$ cat config.mk
export PLATFORM = sky130hd
export DESIGN_NAME = cxu_mac
export DESIGN_NICKNAME = d
export VERILOG_FILES = /design/src/rtl/cxu_mac_pkg.sv /design/src/rtl/cxu_mac_seqmul.sv /design/src/rtl/cxu_mac.sv
export SDC_FILE = /design/constraint.sdc
export NUM_CORES = 1
export LEC_CHECK = 0
export CAP_MARGIN = 15
export CORE_ASPECT_RATIO = 0.75
export CORE_MARGIN = 2
export CORE_UTILIZATION = 56
export DETAILED_ROUTE_END_ITERATION = 10
export GPL_ROUTABILITY_DRIVEN = 0
export PLACE_DENSITY_LB_ADDON = 0.25
export REMOVE_ABC_BUFFERS = 1
export SLEW_MARGIN = 20
export SYNTH_ARGS = -nofsm -noshare
export SYNTH_HDL_FRONTEND = slang
export SYNTH_SLANG_ARGS = --single-unit
$ cat constraint.sdc
create_clock -name clk -period 11.45 [get_ports clk]
set_input_delay 1.145 -clock clk [delete_from_list [all_inputs] [get_ports clk]]
set_output_delay 1.145 -clock clk [all_outputs]
set_load 0.05 [all_outputs]
$ cat src/rtl/cxu_mac_pkg.sv
// Shared encodings for the cxu_mac multiply-accumulate unit.
// Function codes, response status codes and FSM state encoding.
package cxu_mac_pkg;

    localparam logic [2:0] FUNC_MUL   = 3'd0;
    localparam logic [2:0] FUNC_MAC   = 3'd1;
    localparam logic [2:0] FUNC_RDACC = 3'd2;
    localparam logic [2:0] FUNC_WRACC = 3'd3;
    localparam logic [2:0] FUNC_CLR   = 3'd4;

    localparam logic [3:0] ST_OK            = 4'd0;
    localparam logic [3:0] ST_ILLEGAL_FUNC  = 4'd1;
    localparam logic [3:0] ST_ILLEGAL_STATE = 4'd2;

    localparam logic [1:0] IDLE = 2'd0;
    localparam logic [1:0] BUSY = 2'd1;
    localparam logic [1:0] RESP = 2'd2;

endpackage

$ cat src/rtl/cxu_mac_seqmul.sv
// Iterative shift-add multiplier, one multiplier bit per cycle, fixed XLEN-cycle latency.
// start is taken only when idle; product holds the full low-XLEN result in the cycle done is high.
module cxu_mac_seqmul #(
    parameter int XLEN = 32
) (
    input  logic            clk,
    input  logic            rst,
    input  logic            start,
    input  logic [XLEN-1:0] a,
    input  logic [XLEN-1:0] b,
    output logic            busy,
    output logic            done,
    output logic [XLEN-1:0] product
);

    localparam int CW = $clog2(XLEN);

    logic [XLEN-1:0] mcand;
    logic [XLEN-1:0] mplier;
    logic [XLEN-1:0] partial;
    logic [CW-1:0]   cnt;

    // product is the partial sum including this cycle's step, so it is final when done is high
    assign product = partial + (mplier[0] ? mcand : '0);
    assign done    = busy && (cnt == CW'(XLEN - 1));

    always_ff @(posedge clk or posedge rst) begin
        if (rst) begin
            mcand   <= '0;
            mplier  <= '0;
            partial <= '0;
            cnt     <= '0;
            busy    <= 1'b0;
        end else if (start && !busy) begin
            mcand   <= a;
            mplier  <= b;
            partial <= '0;
            cnt     <= '0;
            busy    <= 1'b1;
        end else if (busy) begin
            partial <= product;
            mcand   <= mcand << 1;
            mplier  <= mplier >> 1;
            cnt     <= cnt + 1'b1;
            if (done) begin
                busy <= 1'b0;
            end
        end
    end

endmodule

$ cat src/rtl/cxu_mac.sv
// Stateful MAC CX unit: accumulator contexts, MUL/MAC take 32 cycles, others respond the next cycle.
// Requests are accepted only in IDLE; the response is held until cxu_resp_ready.
module cxu_mac
    import cxu_mac_pkg::*;
#(
    parameter int NUM_STATES = 4,
    parameter int XLEN       = 32
) (
    input  logic            clk,
    input  logic            rst,
    input  logic            cxu_req_valid,
    output logic            cxu_req_ready,
    input  logic [2:0]      cxu_func,
    input  logic [1:0]      cxu_state_id,
    input  logic [XLEN-1:0] cxu_data0,
    input  logic [XLEN-1:0] cxu_data1,
    output logic            cxu_resp_valid,
    input  logic            cxu_resp_ready,
    output logic [XLEN-1:0] cxu_resp_data,
    output logic [3:0]      cxu_resp_status
);

    logic [1:0]      state;
    logic [2:0]      func_q;
    logic [1:0]      id_q;
    // Storage is sized for the maximum of 4 contexts; ids >= NUM_STATES are rejected before use
    logic [XLEN-1:0] acc [4];

    logic            accept;
    logic            func_bad;
    logic            id_bad;
    logic            is_mul;
    logic            mul_start;
    logic            mul_busy;
    logic            mul_done;
    logic [XLEN-1:0] mul_product;
    logic [XLEN-1:0] mac_sum;

    assign accept    = (state == IDLE) && cxu_req_valid;
    assign func_bad  = cxu_func > FUNC_CLR;
    assign id_bad    = 32'(cxu_state_id) >= 32'(NUM_STATES);
    assign is_mul    = (cxu_func == FUNC_MUL) || (cxu_func == FUNC_MAC);
    assign mul_start = accept && !func_bad && !id_bad && is_mul && !mul_busy;
    assign mac_sum   = acc[id_q] + mul_product;

    cxu_mac_seqmul #(.XLEN(XLEN)) u_seqmul (
        .clk     (clk),
        .rst     (rst),
        .start   (mul_start),
        .a       (cxu_data0),
        .b       (cxu_data1),
        .busy    (mul_busy),
        .done    (mul_done),
        .product (mul_product)
    );

    always_ff @(posedge clk or posedge rst) begin
        if (rst) begin
            state           <= IDLE;
            func_q          <= '0;
            id_q            <= '0;
            cxu_req_ready   <= 1'b1;
            cxu_resp_valid  <= 1'b0;
            cxu_resp_data   <= '0;
            cxu_resp_status <= ST_OK;
            for (int i = 0; i < 4; i++) begin
                acc[i] <= '0;
            end
        end else begin
            case (state)
                IDLE: begin
                    if (cxu_req_valid) begin
                        func_q        <= cxu_func;
                        id_q          <= cxu_state_id;
                        cxu_req_ready <= 1'b0;
                        if (func_bad || id_bad) begin
                            cxu_resp_data   <= '0;
                            cxu_resp_status <= func_bad ? ST_ILLEGAL_FUNC : ST_ILLEGAL_STATE;
                            cxu_resp_valid  <= 1'b1;
                            state           <= RESP;
                        end else if (is_mul) begin
                            state <= BUSY;
                        end else begin
                            cxu_resp_status <= ST_OK;
                            cxu_resp_valid  <= 1'b1;
                            state           <= RESP;
                            case (cxu_func)
                                FUNC_RDACC: cxu_resp_data <= acc[cxu_state_id];
                                FUNC_WRACC: begin
                                    cxu_resp_data     <= acc[cxu_state_id];
                                    acc[cxu_state_id] <= cxu_data0;
                                end
                                default: begin
                                    cxu_resp_data     <= '0;
                                    acc[cxu_state_id] <= '0;
                                end
                            endcase
                        end
                    end
                end
                BUSY: begin
                    if (mul_done) begin
                        cxu_resp_status <= ST_OK;
                        cxu_resp_valid  <= 1'b1;
                        state           <= RESP;
                        if (func_q == FUNC_MAC) begin
                            cxu_resp_data <= mac_sum;
                            acc[id_q]     <= mac_sum;
                        end else begin
                            cxu_resp_data <= mul_product;
                        end
                    end
                end
                RESP: begin
                    if (cxu_resp_ready) begin
                        cxu_resp_valid <= 1'b0;
                        cxu_req_ready  <= 1'b1;
                        state          <= IDLE;
                    end
                end
                default: begin
                    cxu_resp_valid <= 1'b0;
                    cxu_req_ready  <= 1'b1;
                    state          <= IDLE;
                end
            endcase
        end
    end

endmodule
==> results list, run 1 <==
- The flow ran to the end, and the final reports show no timing, DRC or antenna violations.
* Remaining max-slew budget at the tightest pin: 21.5%
- The count of nets left with antenna violations once routing finished came out at 0.
* Number of levels the H-tree was split into: 1
* Number of synthesized flops with an enable pin: 0
* Top cell type's share of synthesized area: 39.2%
- Setup crit start: u_seqmul.mplier[0]
- Synthesis inferred 272 register bits.
- Remaining global-route overflow: 0
- DRC viols: 0
- Max Freq: 158 MHz
- Number of port buffers: 107
- Post-route minimum period: 6.32 ns
- VDD sags by at most 181 uV.
- Wire length of the first global-routing pass: 88700 um
* Worst-case clock buffer depth: 3
- The critical path ends at acc[127].
- Top FF cell, synth: sky130_fd_sc_hd__dfrtp_1
* Final Max Slew Viols: 0
- Synthesized instance count: 1886
* Post-CTS setup buffer count: 0
- Arrival time reported for the critical path endpoint: 6.75 ns
* Average wire per cell in the routed design: 24.5 um
* TritonCTS clock tree: built
* Final HPWL DP: 36700 um
- Pin count of the biggest net entering global routing: 134
* Fraction of the mapped netlist area in compound gates: 24.5%
- The floorplan step defined a core boundary enclosing 30300 um^2.
* Area growth syn-to-layout: 13.5%
- Final cell count without fillers: 2340
- After synthesis, the largest family of logic cells by area is compound AO/OA/AOI/OAI gates.
- Mapped cell area: 17300 um^2
- STA classifies the critical path endpoint as a flip-flop.
- Summing the areas of all and, or, nand and nor instances in the mapped netlist gives 13.5% of the synthesized area.
- After the last flow step, the layout net total stands at 2060.
* Async S/R FF share, synth: 100%
* Post-detailed-route via-to-cell ratio: 6.87
* Yosys warning total: 0
* Biggest area consumer among synthesized cells: sky130_fd_sc_hd__dfrtp_1
* Height of the die: 156 um
* Clk slew on worst S/H paths: 0.07 ns
- Clock tree synthesis found a total of 272 sinks.
- At the worst endpoint, the required time is 11.88 ns.
* Number of I/O pins: 111
- Counting the buffers created by CTS gives 29.
* Final setup vio count: 0
- Overall track demand over capacity in global routing: 35.8%
- CTS placed an instance of sky130_fd_sc_hd__clkbuf_16 at the clock tree root.
- The sequential cells in the finished layout cover a total of 6810 um^2.
- Largest cells by area after synthesis: sky130_fd_sc_hd__dfrtp_1, sky130_fd_sc_hd__o21ai_0, sky130_fd_sc_hd__nand2_1
* Unique cell type count in the Yosys netlist: 78
- Final hold viol count: 0
- Static power due to leakage: 8.14 nW
* Post-Route Setup TNS: 0 ns
- Unrepaired setup endpoints after global routing: false
* Post-cts gate resize count: 0
* Smallest hold slack: 0.469 ns
- Sequential element share of the synthesized area: 39.4%
- Worst-case register-to-register setup slack: 5.13 ns
- The critical path is of the flip-flop to flip-flop type.
- Via count of the first global-routing pass: 15700
- The floorplan step defined a die boundary enclosing 32300 um^2.
- OpenSTA, run right after detailed placement, puts the worst setup slack at 5.04 ns.
- Between clock sinks in the finished design, the worst skew comes to 0.0177 ns.
- Initial antenna violation count: 1
- The filler cells instantiated in the layout total 2515.
* Critical R2R Launch: u_seqmul.mplier[0]
- Kind of launch point of the worst setup path: flip-flop
- Cells with a size suffix above 1 make up 8.71% of the layout.
- FF-to-FF path depth: 22
* DP Cell Count: 2289
- Multi-input gate area: 9940 um^2
- At the later pin of the worst-skew pair, clock insertion delay measures 0.58 ns.
* Row Count: 55
- Final setup slack of the worst path: 5.13 ns
* Initial Utilization: 57.1%
* Wirelength, routed: 57300 um
* Hold crit path type: flip-flop to flip-flop
- Capture point of the worst reg-to-reg path: acc[127]
- The floorplan step set the die width to 207 um.
- Portion of netlist area occupied by mux cells: 10.4%
* Hold-fix buffer count after cts: 0
- Ratio of total power to cell area: 239 nW/um^2
- In this run the worst path has a maximum fanout of 33.
- After Yosys synthesis, XOR and XNOR cells account for 3.82% of the synthesized area.
- Crit share post-route: 55.2%
- The pre-antenna-repair detailed-routing pass consisted of 6 iterations.
- Transition time at the pin with the least slew margin: 1.18 ns
* Detailed router's first-iteration violation count: 2283
- Max-cap violations in this run came to 0.
* Adder and majority gate portion of the synthesized area: 4.86%
- The average instance in the mapped netlist occupies 9.17 um^2.
* Total via count after detailed routing: 16100
registers in the layout (all words and copies together), names as in the netlist:
register	flops
acc	128
cxu_req_ready	1
cxu_resp_data	32
cxu_resp_status	1
cxu_resp_valid	1
func_q	3
id_q	2
state	2
u_seqmul.busy	1
u_seqmul.cnt	5
u_seqmul.mcand	32
u_seqmul.mplier	32
u_seqmul.partial	32
worst min path at each step:
stage / to / start / depth (start not counted) / slack [ns]
global route: cxu_resp_data[28] / cxu_resp_data[28] / 1 / 0.50
global placement: u_seqmul.cnt[3] / u_seqmul.cnt[3] / 1 / 0.45
finish: u_seqmul.cnt[3] / u_seqmul.cnt[3] / 1 / 0.47
detailed placement: u_seqmul.cnt[3] / u_seqmul.cnt[3] / 1 / 0.46
CTS: u_seqmul.cnt[3] / u_seqmul.cnt[3] / 1 / 0.47
floorplan: u_seqmul.cnt[3] / u_seqmul.cnt[3] / 1 / 0.44
where the power goes:
group	leakage [nW]	internal, W	switching (W)
clock	0.480	0.000571	0.000411
combinational	4.02	0.000796	0.00140
sequential	3.64	0.00125	0.000272
total	8.14	0.00262	0.00209
cell families after synthesis:
| kind of cell | Yosys count |
|---|---|
| fa+ha+maj | 66 |
| buf+inv | 159 |
| flops | 272 |
| compound gates | 677 |
| simple gates | 521 |
| mux | 121 |
| xor+xnor | 69 |
| other cells | 1 |
routing by layer:
metal,part of all wire (%),vias to the layer above,wire (um),track usage (%)
li1,-,7011,-,-
met1,41,7693,23300,51.2
met2,41,1159,23500,50.3
met3,15,215,8450,13.2
met4,3.7,0,2110,11.4
met5,0,-,0,0
synthesized netlist by cell type, drive strengths merged, types with 22 or more instances:
library cell  number
mux4              46
xor2              24
a21oi             94
clkbuf           120
o22ai             36
xnor2             42
nor3              34
nor2              68
mux2i             69
a21o              22
and2              37
o21ai            282
dfrtp            271
a22oi            129
ha                64
nand2            299
cell usage in the layout (no fill, tap or decap), drive strengths merged, types with 9 or more instances in the layout:
cell           count
inv               19
a21o              22
nor2              68
nand2b            14
xnor2             42
a221oi            15
nand4              9
and2              37
mux2i             69
o22ai             36
dfrtp            271
clkdlybuf4s50    107
o211ai             9
a22oi            129
nand3             20
buf               36
ha                64
nor3              34
a31oi             12
o21a              16
nor2b             10
o21ai            282
nand2            299
o221ai             9
a21oi             94
mux4              46
xor2              24
clkbuf            44
worst max-delay path, cell delays in order, from the launching register on:
cell and delay [ns]:
sky130_fd_sc_hd__dfrtp_2 0.77, sky130_fd_sc_hd__and2_1 0.22, sky130_fd_sc_hd__ha_1 0.28, sky130_fd_sc_hd__and2_1 0.20, sky130_fd_sc_hd__a221oi_1 0.76, sky130_fd_sc_hd__nand2_1 0.28
sky130_fd_sc_hd__nand2b_1 0.25, sky130_fd_sc_hd__a21boi_0 0.11, sky130_fd_sc_hd__nor2_1 0.12, sky130_fd_sc_hd__xnor2_1 0.12, sky130_fd_sc_hd__ha_1 0.38, sky130_fd_sc_hd__nand4_1 0.11
sky130_fd_sc_hd__a21oi_1 0.14, sky130_fd_sc_hd__a21o_1 0.16, sky130_fd_sc_hd__nand2_1 0.11, sky130_fd_sc_hd__o31ai_1 0.37, sky130_fd_sc_hd__a221o_1 0.29, sky130_fd_sc_hd__nand4bb_1 0.14
sky130_fd_sc_hd__a211oi_2 0.39, sky130_fd_sc_hd__a221oi_4 0.18, sky130_fd_sc_hd__o41ai_4 0.43, sky130_fd_sc_hd__xnor2_1 0.26, sky130_fd_sc_hd__o21ai_1 0.09
through the flow:
stage,instance area [um^2],utilization (%),power [W]
after floorplan,16800,-,0.00300
after global placement,18700,61.6,0.00358
after detailed placement,18700,61.6,0.00365
after CTS,19600,64.8,0.00463
after global routing,19600,64.9,0.00495
final,19600,64.9,0.00470
cell type report:
cell class              instances  area share [%]
inverters                      18           0.382
repair buffers                143            6.85
diodes                          1          0.0127
multi-input cells            1457            50.6
well taps                     399            2.54
clock inverters                 6           0.427
flip-flops and latches        272            34.7
clock buffers                  44            4.49
Power figures use the tool's default switching activity.
==> run 2, diff against run 1 <==
--- a/config.mk
+++ b/config.mk
@@ -8,7 +8,7 @@
 export CAP_MARGIN = 15
 export CORE_ASPECT_RATIO = 0.75
 export CORE_MARGIN = 2
-export CORE_UTILIZATION = 56
+export CORE_UTILIZATION = 55
 export DETAILED_ROUTE_END_ITERATION = 10
 export GPL_ROUTABILITY_DRIVEN = 0
 export PLACE_DENSITY_LB_ADDON = 0.25
==> constraint.sdc (replaced) <==
create_clock -name clk -period 5.7 [get_ports clk]
set_input_delay 0.57 -clock clk [delete_from_list [all_inputs] [get_ports clk]]
set_output_delay 0.57 -clock clk [all_outputs]
set_load 0.05 [all_outputs]
==> results list, run 2 (synthesis gave the netlist of run 1 again) <==
* Post-route minimum period: 5.45 ns
- Maximum vdd ir drop: 440 uV
- The worst setup path is captured at a flip-flop.
- Post-detailed-route via-to-cell ratio: 6.83
- Power spread over the standard cell area amounts to 485 nW/um^2.
- Number of CTS-inserted buffers: 29
- Flip-flop and latch area: 6810 um^2
- In this run, the number of DRC markers left after iteration 0 of detailed routing was 2572.
- Final hold viol count: 0
- Clock tree synthesis found a total of 272 sinks.
- Clk root buf: sky130_fd_sc_hd__clkbuf_16
- After detailed routing, the average wire length per cell comes to 24.9 um.
* Total via count after detailed routing: 16200
* Setup Skew: 0.0274 ns
- Overall track demand over capacity in global routing: 35.7%
- At the pin with the least slew margin, the transition time is 1.12 ns.
- Fraction of layout instances using a drive strength above 1: 10.2%
- At the worst endpoint, the arrival time is 5.94 ns.
* Wire length of the first global-routing pass: 90100 um
- After clock tree synthesis, the clock-pin slew on the worst setup and hold paths is 0.06 ns.
- Crit share post-route: 95.6%
- The HPWL after detailed placement is 39000 um.
- The path class of the tightest hold or removal check is flip-flop to flip-flop.
* Diode count: 0
* Hold-fix buffer count after cts: 0
- Row Count: 56
* Final net count: 2092
- Capture point of the worst path: acc[26]
- Wirelength, routed: 59300 um
- Most frequent cells in the layout: sky130_fd_sc_hd__nand2_1, sky130_fd_sc_hd__o21ai_0, sky130_fd_sc_hd__dfrtp_1
- Run status: complete, no violations
- After filler insertion, the fill cell instance count of the layout stands at 2604.
- The total overflow left after global routing is 0.
- Core footprint: 31100 um^2
- The number of antenna violations at the first check in global routing was 1.
* Static power due to leakage: 8.28 nW
- Worst-case register-to-register setup slack: 0.25 ns
- At the later pin of the worst-skew pair, clock insertion delay measures 0.60 ns.
- The endpoint identified for the worst register-to-register timing path is acc[26].
* Initial Utilization: 55.6%
- FF-to-FF path depth: 22
- Derived from the worst setup path, the maximum achievable clock frequency is 183 MHz.
* Pin count of the biggest net entering global routing: 126
- Multi-input gate area: 9980 um^2
* Max-cap viol count: 0
- Before antenna repair, the detailed router went through 7 iterations.
- The die is 209 um wide.
- The setup path with the least slack is of type flip-flop to flip-flop.
- Data on the critical path is required at its endpoint by 6.18 ns.
* Number of port buffers: 107
- In the routed design, unresolved DRC markers number 0.
* Crit-path max FO: 6
- Setup crit start: u_seqmul.mplier[0]
- The library cell used most frequently in the layout, excluding fill and tap cells, is sky130_fd_sc_hd__nand2_1.
- Kind of launch point of the worst setup path: flip-flop
- Once placement completed, the tool counted placed cells totaling 2327.
- In this run the number of H-tree levels came out at 1.
- Via count of the first global-routing pass: 15500
* Worst-case clock buffer depth: 3
- TritonCTS clock tree: built
- Final Max Slew Viols: 0
- In this run the remaining antenna-violating nets after routing total 0.
- Final setup vio count: 0
* Flip-flop count of the largest register, all copies and words added: 128
- Area growth syn-to-layout: 14.9%
* Largest register by flop count: acc
* Height of the die: 158 um
* Number of I/O pins: 111
* Final cell count without fillers: 2376
- The floorplan step defined a die boundary enclosing 32900 um^2.
* Final Core Density: 63.9%
* Remaining max-slew budget at the tightest pin: 24.9%
* Critical R2R Launch: u_seqmul.mplier[0]
-- run 2: cell types whose count changed in the layout (fill, tap and decap cells not counted), moves of 3 or more --
cell	change
sky130_fd_sc_hd__buf_4	+32
sky130_fd_sc_hd__clkbuf_1	+4
sky130_fd_sc_hd__clkbuf_8	-8
sky130_fd_sc_hd__nor2_1	+3
sky130_fd_sc_hd__xnor2_1	-3
sky130_fd_sc_hd__xnor2_2	+3
-- run 2: per-layer routing --
layer,track usage (%),wire [um]
met5,1.35,66
met1,49.4,23700
met2,50.7,24000
met4,11.9,2290
met3,14.3,9150
-- run 2: timing repair --
action                     4_1_cts  5_1_grt
setup endpoints to repair        0       41
resized for setup                0       12
setup buffers                    0        1
-- run 2: report_power, final --
group / switching [W] / internal [W] / leakage, nW / total (W)
Clock: 0.000818 / 0.00105 / 0.436 / 0.00187
Combinational: 0.00303 / 0.00173 / 4.20 / 0.00477
Sequential: 0.000494 / 0.00251 / 3.64 / 0.00300
Total: 0.00435 / 0.00529 / 8.28 / 0.00964
-- run 2: cell type report --
type	instances	share of cell area [%]
Clock buffer	40	3.96
Tap cell	406	2.56
Clock inverter	8	0.560
Inverter	18	0.378
Timing Repair Buffer	175	8.02
Multi-Input combinational cell	1457	50.2
Sequential cell	272	34.3
-- run 2: worst min path at each step --
stage               slack [ns]  cells after the start                   to           startpoint
detailed placement        0.46                      1      u_seqmul.cnt[3]      u_seqmul.cnt[3]
global placement          0.46                      1      u_seqmul.cnt[3]      u_seqmul.cnt[3]
global route              0.50                      2    cxu_resp_data[18]    cxu_resp_data[18]
floorplan                 0.44                      1      u_seqmul.cnt[3]      u_seqmul.cnt[3]
CTS                       0.48                      2   u_seqmul.mplier[7]   u_seqmul.mplier[8]
finish                    0.48                      2  u_seqmul.mplier[20]  u_seqmul.mplier[21]
-- run 2: per-stage QoR --
stage               hold WS [ns]  setup WS [ns]  area [um^2]  TNS [ns]  total power (W)
floorplan                  0.443          -4.73        16800   -955.63          0.00602
global placement           0.455          0.343        18900         0          0.00741
detailed placement         0.462          0.168        18900         0          0.00755
CTS                        0.483          0.149        19800         0          0.00943
global route               0.504        -0.0273        19900   -0.0745           0.0101
finish                     0.477          0.249        19900         0          0.00964
-- run 2: critical path: stages, from the launching register on --
cell                       delay [ns]
sky130_fd_sc_hd__dfrtp_1         0.41
sky130_fd_sc_hd__and2_1          0.17
sky130_fd_sc_hd__ha_1            0.21
sky130_fd_sc_hd__fa_1            0.46
sky130_fd_sc_hd__a211oi_2        0.29
sky130_fd_sc_hd__o21ai_1         0.21
sky130_fd_sc_hd__o21ai_0         0.22
sky130_fd_sc_hd__nand2_1         0.11
sky130_fd_sc_hd__a21o_1          0.21
sky130_fd_sc_hd__a21oi_1         0.17
sky130_fd_sc_hd__xnor2_1         0.21
sky130_fd_sc_hd__ha_1            0.37
sky130_fd_sc_hd__a21o_1          0.19
sky130_fd_sc_hd__a21o_1          0.19
sky130_fd_sc_hd__a21o_1          0.18
sky130_fd_sc_hd__a221o_1         0.35
sky130_fd_sc_hd__a31oi_1         0.22
sky130_fd_sc_hd__o31a_1          0.19
sky130_fd_sc_hd__o31ai_2         0.10
sky130_fd_sc_hd__a21oi_2         0.32
sky130_fd_sc_hd__xor2_2          0.25
sky130_fd_sc_hd__o221ai_1        0.17
sky130_fd_sc_hd__o21a_1          0.16
==> edit (config.mk and constraints of run 2) <==
Make the reset (`rst`) synchronous in 2 clocked blocks.
--- a/src/rtl/cxu_mac_seqmul.sv
+++ b/src/rtl/cxu_mac_seqmul.sv
@@ -26,3 +26,3 @@
 
-    always_ff @(posedge clk or posedge rst) begin
+    always_ff @(posedge clk) begin
         if (rst) begin
--- a/src/rtl/cxu_mac.sv
+++ b/src/rtl/cxu_mac.sv
@@ -56,3 +56,3 @@
 
-    always_ff @(posedge clk or posedge rst) begin
+    always_ff @(posedge clk) begin
         if (rst) begin
Formal check against the unedited RTL: differs if rst is asserted again (counterexample within 4 cycles, from zero or initial values and one cycle with rst high); with rst held inactive, the same outputs for 4 cycles.
==> edit against run 2 <==
Non-clock buffer count grew 23; via count shrank 14%; synthesized cell count shrank 11%; count of clock-buffer cells in the layout down 9; critical path depth is 1 higher; area after synthesis fell by 5.2%; sequential cell count grew 2; design area down 2.7%; setup slack got worse by 68 ps; wire length down 17%; critical path type unchanged; largest cell class unchanged.
Power is not compared: it rests on default switching activity, and its combinational part moved more than twofold at a synthesized area within 25%.
==> edit: results (changes against run 2) <==
set qor(yosys_warnings) 0 ;# unchanged
set qor(maximum_number_of_pins_on_one_net_before_global_route_repair) 99 ;# -21%
set qor(grt_antenna_before_repair) 1 ;# unchanged
set qor(antenna_violating_nets_post_route) 0 ;# unchanged
set qor(postSynth.topFlopCell) {dfxtp_1}
set qor(layout.nets) 1933 ;# -7.6%
set qor(grt_first_pass_wirelength_um) 75710 ;# -16%
set qor(cts_root_buffer) {clkbuf_16}
set qor(clk-insertion-delay-late_ps) 600 ;# about the same
set qor(postSynthAreaPerCell_um2) 9.767 ;# +6.5%
set qor(synth_cell_type_count) 92 ;# +18%
set qor(leakage_dissipation_uw) 0.008073
set qor(cp_max_fo) 6 ;# unchanged
set qor(drive_gt1_share_pct) 14.84 ;# +4.7 points
set qor(fillers) 2341 ;# -10%
set qor(detailedPlace.worstSlack_ps) -2.460 ;# -170.9 ps
set qor(hpwlAfterDp_um) 33180 ;# -15%
set qor(htreeDepth) 1 ;# unchanged
set qor(total_track_usage_pct) 31.36 ;# -4.3 points
set qor(cts-root-to-sink-buffers) 3 ;# unchanged
set qor(synth.yosys.seq_area_share_pct) 41.26 ;# +1.9 points
set qor(cts_inserted_buffers) 29 ;# unchanged
set qor(largest_reg_flops) 128 ;# unchanged
set qor(ys_top_cells_by_count) {314 x nor2_1, 156 x a21oi_1, 146 x dfxtp_1}
set qor(timing_worst_slew_pin_value_ps) 1062 ;# -61.15 ps
set qor(synth.top_cells.by_area) {edfxtp_1 23%, dfxtp_1 18%, mux4_2 8.8%, nor2_1 7.2%, mux2i_1 5.8%}
set qor(ys_async_sr_fraction_pct) 0 ;# -100 points
set qor(finish.cell_count_without_fillers) 2213 ;# -6.9%
set qor(outcome) {finished, final reports clean}
set qor(clock-skew-final_ps) 24.55 ;# -2.846 ps
set qor(vias_in_the_first_global_route) 13400 ;# -14%
set qor(numPortBuffers) 107 ;# unchanged
set qor(drt_pre_antenna_iters) 6 ;# -1
set qor(regMostFlops) {acc}
set qor(initial_drt_markers) 1846 ;# -28%
set qor(hp-class) {reg2reg}
set qor(path_clk_slew_ps) 70
set qor(power.ir.vdd_worst_v) 0.0002373
set qor(count_of_vias_placed_by_the_detailed_router) 14010 ;# -14%
set qor(synth_edf_count) 128 ;# +128
set qor(worst-endpoint-arrival_ps) 5970 ;# +30 ps
set qor(wirelength_um) 49310 ;# -17%
set qor(switching_share_pct) 28.35
## edit: repair_timing
item	CTS	global route
pin swaps	0	20
endpoints found under the setup margin	4	52
setup buffers	1	3
gates resized for setup	1	21
## edit: power groups by stage
stage	Combinational, uW	Clock, uW	Sequential [uW]
after CTS	821	2000	2200
after floorplan	382	0	2350
final	837	1990	2200
after detailed placement	815	0	2240
after global routing	886	2070	2210
after global placement	801	0	2230
## edit: path summary, 6_finish.rpt
kind	start	cells past startpoint	endpoint	slack, ps
setup / recovery	u_seqmul.mplier[0]$_SDFFE_PP0P_	23	acc[1][28]$_SDFFCE_PN0P_	180
hold / removal	func_q[2]$_SDFFE_PP0P_	2	func_q[2]$_SDFFE_PP0P_	460
setup reg to reg	u_seqmul.mplier[0]$_SDFFE_PP0P_	23	acc[1][28]$_SDFFCE_PN0P_	180
hold reg to reg	func_q[2]$_SDFFE_PP0P_	2	func_q[2]$_SDFFE_PP0P_	460
## edit: through the flow
stage / instance area, um2 / hold WS (ps)
after CTS: 19190 / 461.0
after detailed placement: 18190 / 451.9
final: 19330 / 460.0
after global placement: 18190 / 444.6
after floorplan: 15950 / 430.3
after global routing: 19330 / 483.1
## edit: critical path: stages, from the launching register on
cell	delay, ps
dfxtp_2	350
buf_4	150
and2_1	160
ha_1	200
a21o_1	190
a221oi_2	270
a21boi_4	270
nor2b_1	90
a311o_1	360
a21oi_2	190
xnor2_1	170
ha_1	290
a21o_1	210
a21o_1	190
a221oi_2	270
buf_4	160
a21oi_1	100
o41a_1	480
a31o_1	220
a311o_1	300
a31oi_1	220
xnor2_1	200
nand2_1	170
a21oi_1	180
## edit: layout make-up
type | instances | area [um2] | area share (%)
inverters | 49 | 183.9 | 0.9513
multi-input cells | 1245 | 9150 | 47.33
clock buffers | 31 | 743.2 | 3.844
well taps | 392 | 490.5 | 2.537
diodes | 1 | 2.502 | 0.01294
flip-flops and latches | 274 | 6773 | 35.03
repair buffers | 198 | 1745 | 9.028
clock inverters | 23 | 245.2 | 1.268
## edit: kinds of logic after synthesis
family | Yosys count | synth area share [%]
adder cells (fa/ha/maj) | 64 | 4.967
AO/OA/AOI/OAI | 385 | 15.99
buffers and inverters | 162 | 3.891
multiplexers | 163 | 14.86
XOR/XNOR | 73 | 4.143
flip-flops | 274 | 41.26
AND/OR/NAND/NOR | 557 | 14.86
other | 1 | 0.02287
## edit: layer usage
metal  vias to the layer above  global-route usage [%]  part of all wire (%)
met5                         -                       0                 0.016
met4                         2                   7.265                   2.3
met3                       120                   8.139                    13
met2                       887                   46.48                    43
met1                      6678                   46.11                    42
li1                       6327                       -                     -
